<file path="src/rtl/uart_pkg.sv">
// Shared definitions for the UART transmit arbiter: FSM state encodings,
// default frame geometry and the timer-width helper.
package uart_pkg;

    typedef enum logic [1:0] {
        ST_IDLE = 2'd0,
        ST_TRIG = 2'd1,
        ST_WAIT = 2'd2
    } arb_state_t;

    localparam int FRAME_BITS_DEF  = 10;
    localparam int BIT_CYCLES_9600 = 5208;

    // A length of 1 or 2 still needs one counter bit.
    function automatic int timer_width(input int len);
        return (len <= 2) ? 1 : $clog2(len);
    endfunction

endpackage

</file>
<file path="src/rtl/uart_tx_arb_if.sv">
// Requester and serializer-side signals of uart_tx_arb.
// slave = arbiter view, master = requesters/serializer view.
interface uart_tx_arb_if;

    logic       req0_valid;
    logic [7:0] req0_data;
    logic       req0_ready;
    logic       req1_valid;
    logic [7:0] req1_data;
    logic       req1_ready;
    logic       tx_trig;
    logic [7:0] tx_data;
    logic       busy;
    logic       grant_id;

    modport slave (
        input  req0_valid, req0_data, req1_valid, req1_data,
        output req0_ready, req1_ready, tx_trig, tx_data, busy, grant_id
    );

    modport master (
        output req0_valid, req0_data, req1_valid, req1_data,
        input  req0_ready, req1_ready, tx_trig, tx_data, busy, grant_id
    );

endinterface

</file>
<file path="src/rtl/uart_frame_timer.sv">
// Frame timer: counts up from 0 while enabled, tc flags the last cycle of
// a LEN-cycle window. Saturates at the terminal value so it never wraps.
module uart_frame_timer
    import uart_pkg::*;
#(
    parameter int LEN = 40
) (
    input  logic sclk,
    input  logic s_rst_n,
    input  logic clear,
    input  logic enable,
    output logic tc
);

    localparam int             W      = timer_width(LEN);
    localparam logic [W-1:0]   TC_VAL = W'(LEN - 1);

    logic [W-1:0] count;

    always_ff @(posedge sclk) begin
        if (!s_rst_n) begin
            count <= '0;
        end else if (clear) begin
            count <= '0;
        end else if (enable && count != TC_VAL) begin
            count <= count + 1'b1;
        end
    end

    assign tc = enable && (count == TC_VAL);

endmodule

</file>
<file path="src/rtl/uart_tx_arb.sv">
// Round-robin arbiter sharing one uart_tx serializer between two byte requesters.
// Define UART_TX_ARB_FIXED_PRIO_EN for strict requester-0 priority instead.
//
// state   | meaning
// IDLE    | arbitrating; a ready is raised for the winning valid requester
// TRIG    | one-cycle tx_trig to the serializer, frame timer cleared
// WAIT    | frame timer running; all requesters held off
module uart_tx_arb
    import uart_pkg::*;
#(
    parameter int BIT_CYCLES = BIT_CYCLES_9600,
    parameter int FRAME_BITS = FRAME_BITS_DEF,
    parameter int GAP_CYCLES = 0
) (
    input  logic         sclk,
    input  logic         s_rst_n,
    uart_tx_arb_if.slave bus
);

    localparam int FRAME_LEN = BIT_CYCLES * FRAME_BITS + GAP_CYCLES;

    arb_state_t state, state_nxt;
    logic       last_grant;
    logic       rdy0, rdy1;
    logic       timer_clr, timer_en, timer_tc;

    always_comb begin
        state_nxt = state;
        rdy0      = 1'b0;
        rdy1      = 1'b0;
        timer_clr = 1'b0;
        timer_en  = 1'b0;
        case (state)
            ST_IDLE: begin
`ifdef UART_TX_ARB_FIXED_PRIO_EN
                rdy0 = bus.req0_valid;
                rdy1 = bus.req1_valid & !bus.req0_valid;
`else
                rdy0 = bus.req0_valid & (!bus.req1_valid | last_grant);
                rdy1 = bus.req1_valid & (!bus.req0_valid | !last_grant);
`endif
                if (rdy0 || rdy1) begin
                    state_nxt = ST_TRIG;
                end
            end
            ST_TRIG: begin
                timer_clr = 1'b1;
                state_nxt = ST_WAIT;
            end
            ST_WAIT: begin
                timer_en = 1'b1;
                if (timer_tc) begin
                    state_nxt = ST_IDLE;
                end
            end
            default: state_nxt = ST_IDLE;
        endcase
        // Readys are combinational, so they must not leak out while in reset.
        if (!s_rst_n) begin
            rdy0 = 1'b0;
            rdy1 = 1'b0;
        end
    end

    assign bus.req0_ready = rdy0;
    assign bus.req1_ready = rdy1;

    always_ff @(posedge sclk) begin
        if (!s_rst_n) begin
            state        <= ST_IDLE;
            bus.tx_trig  <= 1'b0;
            bus.tx_data  <= 8'h00;
            bus.busy     <= 1'b0;
            bus.grant_id <= 1'b0;
            last_grant   <= 1'b1;
        end else begin
            state       <= state_nxt;
            bus.tx_trig <= rdy0 | rdy1;
            if (rdy0) begin
                bus.tx_data  <= bus.req0_data;
                bus.grant_id <= 1'b0;
                last_grant   <= 1'b0;
                bus.busy     <= 1'b1;
            end else if (rdy1) begin
                bus.tx_data  <= bus.req1_data;
                bus.grant_id <= 1'b1;
                last_grant   <= 1'b1;
                bus.busy     <= 1'b1;
            end else if (state == ST_WAIT && timer_tc) begin
                bus.busy <= 1'b0;
            end
        end
    end

    uart_frame_timer #(
        .LEN (FRAME_LEN)
    ) u_frame_timer (
        .sclk    (sclk),
        .s_rst_n (s_rst_n),
        .clear   (timer_clr),
        .enable  (timer_en),
        .tc      (timer_tc)
    );

endmodule

</file>
<file path="src/flat_wrapper.sv">
// flat-port wrapper written by rule: the top's interface ports become plain ports
module uart_tx_arb_flat import uart_pkg::*;
#(
    parameter int BIT_CYCLES = BIT_CYCLES_9600,
    parameter int FRAME_BITS = FRAME_BITS_DEF,
    parameter int GAP_CYCLES = 0
)
  (sclk, s_rst_n, bus_req0_valid, bus_req0_data, bus_req1_valid, bus_req1_data, bus_req0_ready, bus_req1_ready, bus_tx_trig, bus_tx_data, bus_busy, bus_grant_id);
  uart_tx_arb_if bus_i ();
  input  logic sclk;
  input  logic s_rst_n;
  input wire logic [$bits(bus_i.req0_valid)-1:0] bus_req0_valid;
  input wire logic [$bits(bus_i.req0_data)-1:0] bus_req0_data;
  input wire logic [$bits(bus_i.req1_valid)-1:0] bus_req1_valid;
  input wire logic [$bits(bus_i.req1_data)-1:0] bus_req1_data;
  output wire logic [$bits(bus_i.req0_ready)-1:0] bus_req0_ready;
  output wire logic [$bits(bus_i.req1_ready)-1:0] bus_req1_ready;
  output wire logic [$bits(bus_i.tx_trig)-1:0] bus_tx_trig;
  output wire logic [$bits(bus_i.tx_data)-1:0] bus_tx_data;
  output wire logic [$bits(bus_i.busy)-1:0] bus_busy;
  output wire logic [$bits(bus_i.grant_id)-1:0] bus_grant_id;
  assign bus_i.req0_valid = bus_req0_valid;
  assign bus_i.req0_data = bus_req0_data;
  assign bus_i.req1_valid = bus_req1_valid;
  assign bus_i.req1_data = bus_req1_data;
  assign bus_req0_ready = bus_i.req0_ready;
  assign bus_req1_ready = bus_i.req1_ready;
  assign bus_tx_trig = bus_i.tx_trig;
  assign bus_tx_data = bus_i.tx_data;
  assign bus_busy = bus_i.busy;
  assign bus_grant_id = bus_i.grant_id;
  uart_tx_arb #(.BIT_CYCLES(BIT_CYCLES), .FRAME_BITS(FRAME_BITS), .GAP_CYCLES(GAP_CYCLES)) u_core (.sclk(sclk), .s_rst_n(s_rst_n), .bus(bus_i));
endmodule
</file>
<file path="config.mk">
export PLATFORM = sky130hd
export DESIGN_NAME = uart_tx_arb_flat
export DESIGN_NICKNAME = d
export VERILOG_FILES = /design/src/rtl/uart_pkg.sv /design/src/rtl/uart_tx_arb_if.sv /design/src/rtl/uart_frame_timer.sv /design/src/rtl/uart_tx_arb.sv /design/src/flat_wrapper.sv
export SDC_FILE = /design/constraint.sdc
export NUM_CORES = 1
export LEC_CHECK = 0
export ABC_AREA = 1
export CAP_MARGIN = 20
export CORE_MARGIN = 4
export CORE_UTILIZATION = 50
export DETAILED_ROUTE_END_ITERATION = 7
export GPL_TIMING_DRIVEN = 0
export PLACE_DENSITY = 0.78
export SETUP_SLACK_MARGIN = 0.4
export SLEW_MARGIN = 20
export SYNTH_ARGS = -nofsm -noshare
export SYNTH_HDL_FRONTEND = slang
export SYNTH_SLANG_ARGS = --single-unit
</file>
<file path="constraint.sdc">
create_clock -name sclk -period 3.55 [get_ports sclk]
set_clock_uncertainty 0.15 [all_clocks]
set_input_delay 1.065 -clock sclk [delete_from_list [all_inputs] [get_ports sclk]]
set_output_delay 1.065 -clock sclk [all_outputs]
set_load 0.05 [all_outputs]
</file>
Word level (Yosys, flattened, before mapping):

Cells that the tools add are included.

* output and inout bits: 13
* word-level logic and storage cells: 49
* register bits: 30
* bits of input ports: 20

* mux-type cells: 16
* reductions and logical operators: 13
* bitwise logic cells: 6
* add/sub/neg operators: 1
* equal/unequal tests: 6

Operators with widths (number)
* adder 16 x 1 -> 16 bit, second input constant: 1
* == test 16 bit, second input constant: 1
* two-way mux 8 bit: 2
* inequality test 16 bit, second input constant: 1
* two-way mux 1 bit: 11
* case mux 2 bit (3 select lines): 1
* two-way mux 2 bit: 2
* inequality test 2 x 1 -> 1 bit, second input constant: 2
* OR reduction 2 bit: 2
* logical AND 1 bit: 3
* zero test 1 bit: 3
* bitwise OR 1 bit: 3
* nonzero test 3 bit: 1
* AND 1 bit: 2
* == test 2 x 1 -> 1 bit, second input constant: 1
* == test 2 bit, second input constant: 1
* zero test 2 bit: 1
* AND reduction 2 bit: 1
* nonzero test 2 bit: 1
* logical OR 1 bit: 1
* NOT 1 bit: 1

Logic depth before layout (Yosys ltp):

Gate-level depths: netlist of the first run.

* word-level depth: 7
* mapped depth: 10
* depth with buffers taken out: 9

Modules after synthesis:

Synthesis of the first run repeated with hierarchy kept, for this count alone.

* cell total of the unflattened synthesis: 262
* area, all modules: 1686.6 um^2

By module, submodules not included
* uart_frame_timer: instances 1, cells each 151, sequential area each 320.3 um^2, area an instance 939.7 um^2
* uart_tx_arb: instances 1, cells each 111, sequential area each 280.3 um^2, area an instance 747.0 um^2

Least setup slack after synthesis of the first run:

No wires, ideal clock.

* kind: input to output
* start point: in bus_req0_valid
* end point: out bus_req1_ready
* required time: 2.335 ns
* arrival time: 1.727 ns
* buffers on the path: 0
* setup slack: 0.608 ns
* stages on the path: 5
* path through: inv_1 -> nand2_1 -> nand2_1 -> nand2_1 -> inv_1

* word-level cells in the longest chain between the ends: 5

Ends and longest elaborated chain
* from (decl): RTL line flat_wrapper.sv:12 `input wire logic [$bits(bus_i.req0_valid)-1:0] bus_req0_valid;`
* zero test 1 bit: RTL line uart_tx_arb.sv:40 `rdy1 = bus.req1_valid & (!bus.req0_valid | !last_grant);`
* bitwise OR 1 bit: RTL line uart_tx_arb.sv:40
* AND 1 bit: RTL line uart_tx_arb.sv:40
* two-way mux 1 bit: RTL line uart_tx_arb.sv:33 `case (state)`
* two-way mux 1 bit: RTL line uart_tx_arb.sv:59 `if (!s_rst_n) begin`
* to (decl): RTL line flat_wrapper.sv:17 `output wire logic [$bits(bus_i.req1_ready)-1:0] bus_req1_ready;`

Every way passes these cells.

Final worst setup path of the first run:

* start point: in bus_req1_valid
* end point: out bus_req0_ready

* word-level cells in the longest chain between the ends: 5

Ends and longest elaborated chain
* from (decl): RTL line flat_wrapper.sv:14 `input wire logic [$bits(bus_i.req1_valid)-1:0] bus_req1_valid;`
* zero test 1 bit: RTL line uart_tx_arb.sv:39 `rdy0 = bus.req0_valid & (!bus.req1_valid | last_grant);`
* bitwise OR 1 bit: RTL line uart_tx_arb.sv:39
* AND 1 bit: RTL line uart_tx_arb.sv:39
* two-way mux 1 bit: RTL line uart_tx_arb.sv:33
* two-way mux 1 bit: RTL line uart_tx_arb.sv:59
* to (decl): RTL line flat_wrapper.sv:16 `output wire logic [$bits(bus_i.req0_ready)-1:0] bus_req0_ready;`

Every way passes these cells.

==> results of run 1 <==
[cell usage after synthesis (all sizes together)]
cell type   n
clkinv      1
nor2       24
o21ai       6
a21oi      18
o211ai      1
ha          1
a211oi      1
a31o        1
a31oi       5
nand2      87
xor2        3
inv        21
buf         4
nand4       8
dfxtp      30
nand3      13
xnor2       4
[state kept, by name, summed over array words and instances (netlist names)]
register                    cells
u_core.bus.busy                 1
u_core.bus.grant_id             1
u_core.bus.tx_data              8
u_core.bus.tx_trig              1
u_core.last_grant               1
u_core.state                    2
u_core.u_frame_timer.count     16
[what timing repair did]
item / in CTS / in global routing
setup endpoints to repair: 2 / 2
resized for setup: 25 / 2
cloned: 0 / 0
buffers inserted: 6 / 0
pin swaps: 2 / 0
[metal layers]
layer	share of wire, %	GRT usage [%]	vias to the layer above
met1	42	22.57	711
met3	7.4	8.492	4
li1	-	-	829
met4	0.90	6.332	0
met5	0	0	-
met2	50	34.99	39
[power groups by stage]
stage          Clock, µW  Combinational [µW]  Sequential [µW]
2_1_floorplan          0                77.4              422
5_1_grt              209                 224              370
3_5_place_dp           0                 196              375
3_3_place_gp           0                 195              374
4_1_cts              190                 209              367
6_report             186                 208              367
[logic make-up after synthesis]
kind of cell,share of synthesized area (%)
adders and majority gates,0.7781
buffers and inverters,7.859
AOI/OAI and AO/OA,12.53
and+or+nand+nor,37.67
DFF,37.35
xor gates and xnor gates,3.813
[through the flow]
| step | setup TNS [ns] | setup slack [ns] |
|---|---|---|
| finish | 0 | 0.5208 |
| global placement | -1.375 | -0.7122 |
| CTS | 0 | 0.4415 |
| global route | 0 | 0.4973 |
| floorplan | 0 | 0.6080 |
| detailed placement | -1.352 | -0.7044 |
[path summary, 6_finish.rpt]
kind / to / slack (ns) / cells past startpoint
setup / recovery: bus_req0_ready / 0.52 / 5
hold / removal: u_core.bus.tx_data[7] / 0.33 / 2
setup reg to reg: u_core.u_frame_timer.count[4] / 1.72 / 9
hold reg to reg: u_core.bus.tx_data[7] / 0.33 / 2
[layout make-up]
type / instances / area share, %
clock buffers: 5 / 1.796
multi-input cells: 172 / 42.57
clock inverters: 2 / 0.4790
inverters: 22 / 4.072
flip-flops and latches: 30 / 28.74
well taps: 44 / 2.635
repair buffers: 38 / 17.60
plain buffers: 4 / 2.096
[critical path, cell delays in order]
cell and delay [ns]:
sky130_fd_sc_hd__dlygate4sd2_1 0.27, sky130_fd_sc_hd__a21oi_2 0.18, sky130_fd_sc_hd__nand2_2 0.10, sky130_fd_sc_hd__inv_4 0.07, sky130_fd_sc_hd__buf_8 0.14
==> metrics.log, run 1 <==
[metrics] Setup crit end kind: primary output
[metrics] Max FO, Critical Path: 3
[metrics] portion of total power attributed to the clock network: between 20% and 30%
[metrics] maximum number of pins on one net before global-route repair: 11
[metrics] most common cell after layout, fill and taps aside: sky130_fd_sc_hd__nand2_1
[metrics] IR Drop Worst-Case VDD: 0.0002314 V
[metrics] worst hold slack: between 0.3 and 0.4 ns
[metrics] CP required: between 2 and 2.5 ns
[metrics] area delta synth->final: 29.96%
[metrics] DRC marker count from the first detailed-route iteration: 86
[metrics] number of H-tree levels: 2
[metrics] Max Fclk: 330.1 MHz
[metrics] vias per cell: ~5.0
[metrics] internal power: ~510 µW
[metrics] HPWL Detailed: 2773 µm
[metrics] leakage power total: ~0.00080 µW
[metrics] data arrival time of the critical path: between 1.5 and 2 ns
[metrics] router iterations before antenna repair: 4
[metrics] deepest clock path buffer count: 2
[metrics] Synthesis Warnings: 0
[metrics] sinks on the clock net: 30
[metrics] post-synthesis instance area: about 0.0016 mm²
[metrics] buffer cell driving the clock tree root: sky130_fd_sc_hd__clkbuf_4
[metrics] Routed wire per std cell: between 10 and 15 µm
[metrics] grt ovf: 0
[metrics] final-layout fill cell count: 281
[metrics] startpoint of the most critical register-to-register path: u_core.u_frame_timer.count[1]
[metrics] aggregate global-route resource usage: between 20% and 30%
[metrics] commonest cells after routing, fill and taps aside: 74 x sky130_fd_sc_hd__nand2_1, 30 x sky130_fd_sc_hd__dfxtp_1, 27 x sky130_fd_sc_hd__clkdlybuf4s50_1
[metrics] initial cell density of the core: 52.66%
[metrics] Die H: 64.71 µm
[metrics] number of standard-cell rows in the floorplan: 20
[metrics] horizontal die dimension: 64.71 µm
[metrics] biggest area contributors in the synthesized netlist: sky130_fd_sc_hd__dfxtp_1 37%, sky130_fd_sc_hd__nand2_1 18%, sky130_fd_sc_hd__nor2_1 4.9%
[metrics] power density over the cells: roughly 360 mW/mm²
[metrics] full die area: 0.004187 mm²
[metrics] mean instance size in the synthesized netlist: 7.052 µm²
[metrics] first element of the critical path: bus_req1_valid
[metrics] post-layout util: roughly 68%
[metrics] distinct cell type count after synthesis: 27
[metrics] RSZ-0062 raised after global routing: false
[metrics] Comb pwr share: 27.4%
[metrics] portion of total power attributed to sequential cells: between 40% and 50%
[metrics] quantity of hold-fixing buffers added after cts: 0
[metrics] Final nets: 294
[metrics] number of antenna violations at the first check in global routing: 0
[metrics] core area: 0.003053 mm²
[metrics] Relative slew margins: 64.69%
[metrics] net count after synthesis: roughly 250
[metrics] Ports: 33
[metrics] startpoint of the most critical hold path: u_core.bus.tx_data[7]
[metrics] Psw: 254.9 µW
[metrics] area share of the leading cell type in the synthesized netlist: 37.35%
[metrics] first-pass GRT wire length: 6541 µm
[metrics] CTS tree: built
[metrics] buffers added on ports: 32
[metrics] leading area contributor after synthesis: sky130_fd_sc_hd__dfxtp_1
[metrics] final routed wirelength across all metal layers: 3790 µm
[metrics] switching portion of total power: 33.47%
[metrics] Cells after Synth: 228
[metrics] count of vias placed by the detailed router: 1,583
[metrics] Setup Crit Path Kind: in -> out
[metrics] number of global-route vias before repair: 1,488
[metrics] residual DRC count: 0
[metrics] post-route minimum period: 3.029 ns
[metrics] register clock-pin slew on the reported worst setup and hold paths: 0.09 ns
[metrics] Seq/Total Area, Yosys: 37.35%
[metrics] number of cells in the finished layout apart from fillers: ~320
[metrics] design area: around 0.0021 mm²
[metrics] post-placement cell count: between 300 and 400
[metrics] crit share post-route: 85.33%
[metrics] maxcap violations: 0
[metrics] Skew-Pair Late Insertion Delay: 0.34 ns
[metrics] result of the run: finished, final reports clean
[metrics] count of nets left with antenna violations after detail routing: 0
[metrics] actual slew at the worst max-slew pin: 0.5279 ns
[metrics] fraction of layout instances using a drive strength above 1: 19.05%
[metrics] overall power: about 760 µW
[metrics] register area: 600.6 µm²
[metrics] CTS buffer count: 5
[metrics] setup violation total in the final timing report: 0
[metrics] last weighted congestion value of the routability-driven placer: 0.8422
[metrics] Antenna Diode Count: 0
[metrics] pins over their slew limit: 0
[metrics] Placed Area: 0.001983 mm²
[metrics] register bit count reported by yosys: 30
[metrics] Hold Path Class: reg -> reg
[metrics] area used by multi-input combinational logic: 889.6 µm²
[metrics] Worst Setup Start Kind: input port
[metrics] number of failing hold endpoints at the final stage: 0
(Power assumes the default switching activity.)
==> run 2: changes to the inputs <==
CORE_UTILIZATION = 46   (was 50)
GPL_TIMING_DRIVEN = not set   (was 0)
PLACE_DENSITY = 0.76   (was 0.78)
clock period = 2.69 ns   (was 3.55 ns; I/O delays follow)
==> metrics.log, run 2 (synthesis results as in run 1) <==
[metrics] result of the run: finished, final reports clean (unchanged)
[metrics] router iterations before antenna repair: 4 (unchanged)
[metrics] Relative slew margins: 65.27% (was 64.69%)
[metrics] number of standard-cell rows in the floorplan: 21 (was 20)
[metrics] IR Drop Worst-Case VDD: 0.0002902 V (was 0.0002314 V)
[metrics] DRC marker count from the first detailed-route iteration: 74 (was 86)
[metrics] horizontal die dimension: 67.12 µm (was 64.71 µm)
[metrics] grt ovf: 0 (unchanged)
[metrics] number of failing hold endpoints at the final stage: 0 (unchanged)
[metrics] Worst Setup Start Kind: input port (unchanged)
[metrics] number of cells in the finished layout apart from fillers: 319 (was 317)
[metrics] post-route minimum period: 2.359 ns
[metrics] overall power: 1037 µW (was 761.7 µW)
[metrics] full die area: 0.004505 mm² (was 0.004187 mm²)
[metrics] RSZ-0062 raised after global routing: true (was false)
[metrics] count of vias placed by the detailed router: 1,580 (was 1,583)
[metrics] post-placement cell count: 309 (was 304)
[metrics] count of nets left with antenna violations after detail routing: 0 (unchanged)
[metrics] CTS tree: built (unchanged)
[metrics] register clock-pin slew on the reported worst setup and hold paths: 0.09 ns (about the same)
[metrics] maximum number of pins on one net before global-route repair: 17 (was 11)
[metrics] Routed wire per std cell: 12.07 µm (was 11.96 µm)
[metrics] CP required: 1.73 ns (was 2.33 ns)
[metrics] largest registers: u_core.u_frame_timer.count (16), u_core.bus.tx_data (8), u_core.state (2) (unchanged)
[metrics] fraction of layout instances using a drive strength above 1: 21.61% (was 19.05%)
[metrics] setup violation total in the final timing report: 0 (unchanged)
[metrics] worst hold slack: 0.3362 ns (was 0.3305 ns)
[metrics] Setup Crit Path Kind: in -> out (unchanged)
[metrics] max FFs per register: 16 (unchanged)
[metrics] register area: 600.6 µm² (unchanged)
[metrics] pins over their slew limit: 0 (unchanged)
[metrics] Antenna Diode Count: 0 (unchanged)
[metrics] data arrival time of the critical path: 1.40 ns (was 1.81 ns)
[metrics] Skew-Pair Late Insertion Delay: 0.32 ns (was 0.34 ns)
[metrics] final-layout fill cell count: 323 (was 281)
[metrics] Max Fclk: between 400 and 500 MHz
[metrics] HPWL Detailed: 2723 µm (was 2773 µm)
[metrics] Placed Area: 0.002023 mm² (was 0.001983 mm²)
[metrics] number of H-tree levels: 2 (unchanged)
[metrics] final routed wirelength across all metal layers: 3849 µm (was 3790 µm)
[metrics] most common cell after layout, fill and taps aside: sky130_fd_sc_hd__nand2_1 (unchanged)
[metrics] Max FO, Critical Path: 2 (was 3)
[metrics] power density over the cells: 487.0 mW/mm² (was 364.5 mW/mm²)
[metrics] first-pass GRT wire length: 6610 µm (was 6541 µm)
[metrics] sinks on the clock net: 30 (unchanged)
[metrics] Ports: 33 (unchanged)
[metrics] vias per cell: 4.953 (was 4.994)
[metrics] number of antenna violations at the first check in global routing: 0 (unchanged)
[metrics] Die H: 67.12 µm (was 64.71 µm)
[metrics] initial cell density of the core: 47.81% (was 52.66%)
[metrics] design area: 0.002128 mm² (was 0.002090 mm²)
[metrics] Hold Path Class: reg -> reg (unchanged)
[metrics] maxcap violations: 0 (unchanged)
[metrics] leakage power total: 0.0008470 µW (was 0.0008036 µW)
[metrics] commonest cells after routing, fill and taps aside: 70 x sky130_fd_sc_hd__nand2_1, 30 x sky130_fd_sc_hd__dfxtp_1, 20 x sky130_fd_sc_hd__nor2_1 (was 74 x sky130_fd_sc_hd__nand2_1, 30 x sky130_fd_sc_hd__dfxtp_1, 27 x sky130_fd_sc_hd__clkdlybuf4s50_1)
[metrics] core area: 0.003363 mm² (was 0.003053 mm²)
[metrics] number of global-route vias before repair: 1,507 (was 1,488)
[metrics] buffers added on ports: 32 (unchanged)
[metrics] buffer cell driving the clock tree root: sky130_fd_sc_hd__clkbuf_4 (unchanged)
[metrics] Largest Register: u_core.u_frame_timer.count (unchanged)
[metrics] Final nets: 293 (was 294)
[metrics] area used by multi-input combinational logic: 914.6 µm² (was 889.6 µm²)
[metrics] deepest clock path buffer count: 2 (unchanged)
[metrics] area delta synth->final: 32.37% (was 29.96%)
[metrics] aggregate global-route resource usage: 19.32% (was 20.32%)
[metrics] crit share post-route: a little under 90%
[metrics] actual slew at the worst max-slew pin: 0.5230 ns (was 0.5279 ns)
[metrics] residual DRC count: 0 (unchanged)
[metrics] last weighted congestion value of the routability-driven placer: 0.8603 (was 0.8422)
[metrics] CTS buffer count: 5 (unchanged)
[metrics] Setup crit end kind: primary output (unchanged)
-- run 2: cell count changes in the layout (fill, tap and decap cells not counted), sizes merged --
cell,delta
clkdlybuf4s50,-11
clkinv,-1
inv,-1
buf,+2
clkinvlp,+1
dlygate4sd2,+9
clkbuf,+1
-- run 2: per-stage QoR --
stage	setup WS, ns	utilization, %	setup TNS (ns)
after floorplan	0.3792	-	0
after global placement	-0.04958	60.16	-0.07157
after detailed placement	-0.09285	60.16	-0.1279
after CTS	0.3735	62.20	0
after global routing	0.3120	63.28	0
final	0.3308	63.28	0
-- run 2: layer usage --
metal	wire, µm	vias to the layer above	share of wire, %	global-route usage, %
li1	-	823	-	-
met2	1752	36	46	30.06
met4	72	0	1.9	8.861
met5	0	-	0	0
met1	1796	712	47	24.06
met3	228	9	5.9	6.239
-- run 2: what timing repair did --
| item | in CTS | in global routing |
|---|---|---|
| setup endpoints to repair | 13 | 2 |
| resized for setup | 31 | 8 |
| hold buffers | 0 | 0 |
| buffers inserted | 1 | 1 |
| pin swaps | 3 | 4 |
-- run 2: final cells by class --
class | count | area share (%)
clock buffer | 7 | 2.587
clock inverter | 1 | 0.2352
inverter | 22 | 4.409
multi-input combinational | 172 | 42.97
sequential | 30 | 28.22
tap | 46 | 2.704
timing repair buffer | 41 | 18.87
-- run 2: final timing paths --
| path | startpoint | endpoint | slack (ns) | cells past startpoint |
|---|---|---|---|---|
| max | bus_req0_valid | bus_req1_ready | 0.33 | 7 |
| min | u_core.bus.tx_data[3] | u_core.bus.tx_data[3] | 0.34 | 2 |
| max reg2reg | u_core.u_frame_timer.count[1] | u_core.u_frame_timer.count[0] | 0.82 | 8 |
| min reg2reg | u_core.bus.tx_data[3] | u_core.bus.tx_data[3] | 0.34 | 2 |
-- run 2: worst max-delay path: stages --
cell	delay (ns)
sky130_fd_sc_hd__buf_8	0.08
sky130_fd_sc_hd__inv_6	0.03
sky130_fd_sc_hd__nand2_4	0.05
sky130_fd_sc_hd__nand2_2	0.05
sky130_fd_sc_hd__nand2_2	0.09
sky130_fd_sc_hd__clkinvlp_4	0.12
sky130_fd_sc_hd__buf_12	0.16
-- run 2: power by group --
| part | switching [µW] | total (µW) | internal [µW] |
|---|---|---|---|
| registers | 15.0 | 485 | 470 |
| logic | 175 | 270 | 95.1 |
| clock network | 155 | 282 | 127 |
